===== src/rtl/transmit.sv =====
// UART transmitter: start bit, 8 data bits LSB first, optional parity, 1 or 2 stop bits.
// A holding register in front of the frame shift register lets frames run back to back.
module transmit #(
  parameter int PARITY_EN  = 0,
  parameter int PARITY_ODD = 0,
  parameter int STOP_BITS  = 1
) (
  input  logic       clk,
  input  logic       rst,
  input  logic       transmit_baud,
  input  logic       transmit_write_en,
  input  logic [7:0] transmit_write_line,
  output logic       txd,
  output logic       tbr,
  output logic       tx_busy
);

  localparam int         FRAME_LEN = 10 + PARITY_EN + (STOP_BITS - 1);
  localparam logic [3:0] LAST_BIT  = 4'(FRAME_LEN - 1);
  localparam logic       PAR_ON    = (PARITY_EN != 0);
  localparam logic       ODD_BIT   = (PARITY_ODD != 0);

  typedef enum logic {IDLE, SEND} state_e;

  state_e      state_q, state_d;
  logic [3:0]  bit_cnt_q, bit_cnt_d;
  logic [10:0] shift_q, shift_d;
  logic [7:0]  hold_q, hold_d;
  logic        hold_full_q, hold_full_d;
  logic        txd_q, txd_d;
  logic        load;
  logic        parity_bit;
  logic [10:0] frame_tail;

  // Bits that follow the start bit; slots past the frame end are padded with 1s.
  assign parity_bit = (^hold_q) ^ ODD_BIT;
  assign frame_tail = {2'b11, (PAR_ON ? parity_bit : 1'b1), hold_q};

  always_comb begin
    state_d     = state_q;
    bit_cnt_d   = bit_cnt_q;
    shift_d     = shift_q;
    hold_d      = hold_q;
    hold_full_d = hold_full_q;
    txd_d       = txd_q;
    load        = 1'b0;

    case (state_q)
      IDLE: begin
        if (transmit_baud && hold_full_q) begin
          load = 1'b1;
        end
      end
      SEND: begin
        if (transmit_baud) begin
          if (bit_cnt_q == LAST_BIT) begin
            if (hold_full_q) begin
              load = 1'b1;
            end else begin
              txd_d   = 1'b1;
              state_d = IDLE;
            end
          end else begin
            txd_d     = shift_q[0];
            shift_d   = {1'b1, shift_q[10:1]};
            bit_cnt_d = bit_cnt_q + 4'd1;
          end
        end
      end
      default: state_d = IDLE;
    endcase

    // A load needs a full holding register and a write needs an empty one, so they never collide.
    if (load) begin
      shift_d     = frame_tail;
      txd_d       = 1'b0;
      bit_cnt_d   = 4'd0;
      hold_full_d = 1'b0;
      state_d     = SEND;
    end else if (transmit_write_en && !hold_full_q) begin
      hold_d      = transmit_write_line;
      hold_full_d = 1'b1;
    end
  end

  always_ff @(posedge clk) begin
    if (rst) begin
      state_q     <= IDLE;
      bit_cnt_q   <= 4'd0;
      shift_q     <= '1;
      hold_q      <= 8'h00;
      hold_full_q <= 1'b0;
      txd_q       <= 1'b1;
    end else begin
      state_q     <= state_d;
      bit_cnt_q   <= bit_cnt_d;
      shift_q     <= shift_d;
      hold_q      <= hold_d;
      hold_full_q <= hold_full_d;
      txd_q       <= txd_d;
    end
  end

  assign txd     = txd_q;
  assign tbr     = ~hold_full_q;
  assign tx_busy = (state_q == SEND);

endmodule


===== config.mk =====
export PLATFORM = sky130hd
export DESIGN_NAME = transmit
export DESIGN_NICKNAME = d
export VERILOG_FILES = /design/src/rtl/transmit.sv
export SDC_FILE = /design/constraint.sdc
export NUM_CORES = 1
export LEC_CHECK = 0
export CORE_MARGIN = 2
export CORE_UTILIZATION = 55
export CTS_CLUSTER_SIZE = 8
export DETAILED_ROUTE_END_ITERATION = 8
export PLACE_DENSITY_LB_ADDON = 0.1
export SYNTH_ARGS = -nofsm -noshare
export SYNTH_HDL_FRONTEND = slang
export SYNTH_SLANG_ARGS = --single-unit

===== constraint.sdc =====
create_clock -name clk -period 4 [get_ports clk]
set_input_delay 0.4 -clock clk [delete_from_list [all_inputs] [get_ports clk]]
set_output_delay 0.4 -clock clk [all_outputs]
set_load 0.005 [all_outputs]

# Word level (Yosys, flattened, before mapping)
# Index checks and enable logic that the tools add are counted.
[totals] reg_bits=23 in_bits=12 wordCells=42
[classes] addsub=1 eq_ne=3 n_mux=18 n_bitwise=4 n_reduce_logical=10
[op_table] op="2-to-1 mux 8 bit" n=4
[op_table] op="2-to-1 mux 1 bit" n=13
[op_table] op="AND reduction 3 bit" n=3
[op_table] op="adder 4 x 1 -> 4 bit (second input constant)" n=1
[op_table] op="== test 4 bit (second input constant)" n=1
[op_table] op="NOT 1 bit" n=4
[op_table] op="nonzero test 2 bit" n=2
[op_table] op="!= test 3 bit (second input constant)" n=1
[op_table] op="logical AND 1 bit" n=2
[op_table] op="!= test 2 bit (second input constant)" n=1
[op_table] op="case mux 1 bit (2 select lines)" n=1
[op_table] op="AND reduction 2 bit" n=1
[op_table] op="OR reduction 2 bit" n=1
[op_table] op="logical NOT 1 bit" n=1

# Depth between registers and ports, before layout
[logic_depth] ltp_word=6 mapped_depth=6 ltp_nobuf=5

# Worst setup path after synthesis
# No wires, ideal clock.
[synth_path] path_type="reg-to-reg" from="register bit_cnt_q[1]" to="register bit_cnt_q[0]" setup_ns=0.079 t_arrival_ns=1.347 slack_ns=2.574 path_stages_with_launch=6 cell_sequence="dfxtp_1 inv_1 ha_1 and3b_4 or3_1 a211oi_2"
[synth_between] elab_chain_len=5
[synth_lines] item="start, declared" line="26" text="logic [3:0] bit_cnt_q, bit_cnt_d;"
[synth_lines] item="start signal, assigned" line="96" text="bit_cnt_q <= bit_cnt_d;"
[synth_lines] item="== test 4 bit (*)" line="56" text="if (bit_cnt_q == LAST_BIT) begin"
[synth_lines] item="2-to-1 mux 1 bit" line="56"
[synth_lines] item="2-to-1 mux 1 bit" line="55" text="if (transmit_baud) begin"
[synth_lines] item="case mux 1 bit (2 select lines)" line="48" text="case (state_q)"
[synth_lines] item="OR reduction 2 bit (no line)"
# Every way passes the cells marked *; elsewhere a longest branch is shown, timed or not.
# A chain may end at the register's enable or synchronous reset.

# Worst setup path after layout
[layout_path] from="input port transmit_write_en" to="register hold_q[6]"
[layout_between] elab_chain_len=2
[layout_lines] item="start, declared" line="11" text="input logic transmit_write_en,"
[layout_lines] item="logical AND 1 bit" line="80" text="end else if (transmit_write_en && !hold_full_q) begin"
[layout_lines] item="AND reduction 2 bit (no line)"
[layout_lines] item="end signal, assigned" line="98" text="hold_q <= hold_d;"
[layout_lines] item="end, declared" line="28" text="logic [7:0] hold_q, hold_d;"
# Every way passes these cells.

==> impl_results.md <==
- CTS tree: built
- Synth Area in Compound Gates: 0.237
- Iteration-0 DRC Markers: 21
- CP max FO: 8
- DR pass1 iterations: 4
- Worst setup EP type: register
- Setup WS pre-CTS: 1.90 ns
- NetSw: 100 uW
- RSZ-0062 raised after global routing: no
- Final Slew Violations: 0
- Layout area overhead: 17.3%
- Pleak: 0.460 nW
- Clock H-tree levels: 1
- Final setup vio count: 0
- Syn nets: 110
- Placed Cells incl. Taps: 130
- CTS Root Cell: clkbuf_4
- Core area: ~1700 sq um
- Share of post-route cells with drive strength above 1: 0.138
- Cells after Synth: 96
- Post-CTS Hold Buffers: 0
- Post-synth EDFFs: 0
- Post-Synth Simple-Gate Area: 0.139
- Cts bufs inserted: 3
- Adder-cell area share of the yosys netlist: 0.0253
- Startpoint types: input pin
- Power Total: 418 uW
- Synth async-reset ratio: 0
- Util after Layout: 0.681
- Hold WS: 0.486 ns
- Final Hold Vio Count: 0
- Seq/Total Area, Yosys: 0.465
- Remaining antenna violation count after routing: 0
- IO Count: 15
- First-pass GRT wire length: 3060 um
- Initial core utilization: 0.580
- Post-Layout Cell Count: 134
- Critical path arrival: 1.91 ns
- Vias in the first global route: around 750
- Row count: 15
- Tmin final: 1.74 ns
- Part of the power in registers: 0.609
- Post-layout instance area: 1160 sq um
- Grt ovf: 0
- Worst slew pin tran: slightly below 0.9 ns
- Die width: 46.4 um
- Maximum root-to-sink buffer count: 2
- Final period utilization: 0.436
- P_int: 317 uW
- Placed inst area: 1140 sq um
- Worst min path class: reg -> reg
- Total track usage: 0.200
- GP Congestion: slightly above 0.8
- Pin count of the biggest net entering global routing: 24
- Vias per inst: ~5.9
- Worst slew margin: 0.418
- Mapped Avg Cell Area: 10.3 sq um
- WL final: 1860 um
- Synth Flop Type: dfxtp_1
- Unique masters post-synth: 28
- Ys Warns: 0
- Max_cap viols: 0
- Die area: 2160 sq um
- Final nets: between 100 and 150
- Drc violations: 0
- Critical Path RT: 4.17 ns
- Clock Latency Late Sink: roughly 0.30 ns
- Crit path kind: in -> reg
- Initial antenna violation count: 0
- Gate power share: 0.144
- DR WL/cell: 13.9 um
- Maximum operating frequency: 574 MHz
- CTS Sinks: 23
- Final WS setup: approximately 2.3 ns
- # diodes: 0
- Multiplexer share of the synthesized area: 0.0922
- Clock slew at reported path FFs: 0.11 ns
- Setup TNS: 0 ns
- DP HPWL: 1330 um
- Vias: just under 800
- Die H: 46.4 um
- Clock power share: 0.248
- Cell area after synthesis: around 1000 sq um
- Yosys reg bits: 23
- P per Cell Area: 359 nW/um^2
- Net Sw Frac: 0.240
- Post-CTS sizing: 0
- Post-CTS setup repair buffer count: 0
- Max VDD drop: 0.282 mV
- Status: finished clean
- Buffers on Ports: 14
- Final setup skew: roughly 0.0018 ns
- Synth Area in XOR/XNOR: 0
- Main combinational cell family by area after synthesis: compound AO/OA/AOI/OAI gates
-- synth_stat cells (2+ instances only) --
cell,n,share of area
ha_1,2,0.025
a211oi_1,2,0.015
nor2_1,11,0.042
a21oi_1,3,0.015
a221o_1,7,0.071
mux2i_1,8,0.081
inv_1,4,0.015
a31o_2,7,0.062
o21ai_0,3,0.015
nand2_1,3,0.011
buf_2,3,0.015
nand3_1,2,0.010
or3_1,4,0.025
dfxtp_1,23,0.46
-- worst max-delay path, cell delays in order --
cell and delay (ns):
clkdlybuf4s50_1 0.47, nor2b_1 0.70, mux2i_1 0.29, nor2_1 0.06
-- cells in the final DEF (no fill, tap or decap), drive strengths merged, types with 2 or more instances in the layout --
| master | instances |
|---|---|
| clkbuf | 4 |
| a21oi | 4 |
| clkdlybuf4s50 | 14 |
| nand2 | 3 |
| ha | 2 |
| inv | 4 |
| a221o | 7 |
| mux2i | 8 |
| o21ai | 4 |
| a31o | 7 |
| or3 | 4 |
| nor2 | 11 |
| nand3 | 2 |
| a211oi | 3 |
| dfxtp | 23 |
-- layout make-up --
type                    count  area (sq um)
repair buffers             14           140
fillers                   146           546
multi-input cells          64           489
flip-flops and latches     23           460
well taps                  25          31.3
clock buffers               4          26.3
inverters                   4          15.0
-- sequential cells by signal (all words and copies together), names as in the netlist --
register     count
txd              1
bit_cnt_q        4
tx_busy          1
shift_q          8
hold_full_q      1
hold_q           8
-- power by group through the flow --
stage                     Combinational (mW)  Sequential (mW)  Clock (mW)
after detailed placement              0.0603            0.259           0
after global routing                  0.0672            0.256       0.114
final                                 0.0600            0.254       0.104
after floorplan                       0.0394            0.257           0
after CTS                             0.0605            0.254       0.109
after global placement                0.0583            0.259           0
-- cells by family (layout without fill, tap and decap cells) --
| group | count (synthesis) | after routing |
|---|---|---|
| AND/OR/NAND/NOR | 25 | 25 |
| adder cells (fa/ha/maj) | 2 | 2 |
| AO/OA/AOI/OAI | 28 | 28 |
| flip-flops | 23 | 23 |
| buffers and inverters | 9 | 22 |
| multiplexers | 9 | 9 |
-- worst paths after layout --
path / from / end / slack, ns / cells past startpoint
setup / recovery: transmit_write_en / hold_q[6] / 2.26 / 4
hold / removal: txd / txd / 0.49 / 2
setup reg to reg: bit_cnt_q[0] / shift_q[1] / 2.26 / 4
hold reg to reg: txd / txd / 0.49 / 2
-- metal layers --
layer  vias up  track usage  part of all wire
li1        386            -                 -
met3         4       0.0235             0.038
met1       384        0.245              0.44
met2        21        0.347              0.50
met5         -            0                 0
met4         0       0.0857             0.012
Power figures use the tool's default switching activity.
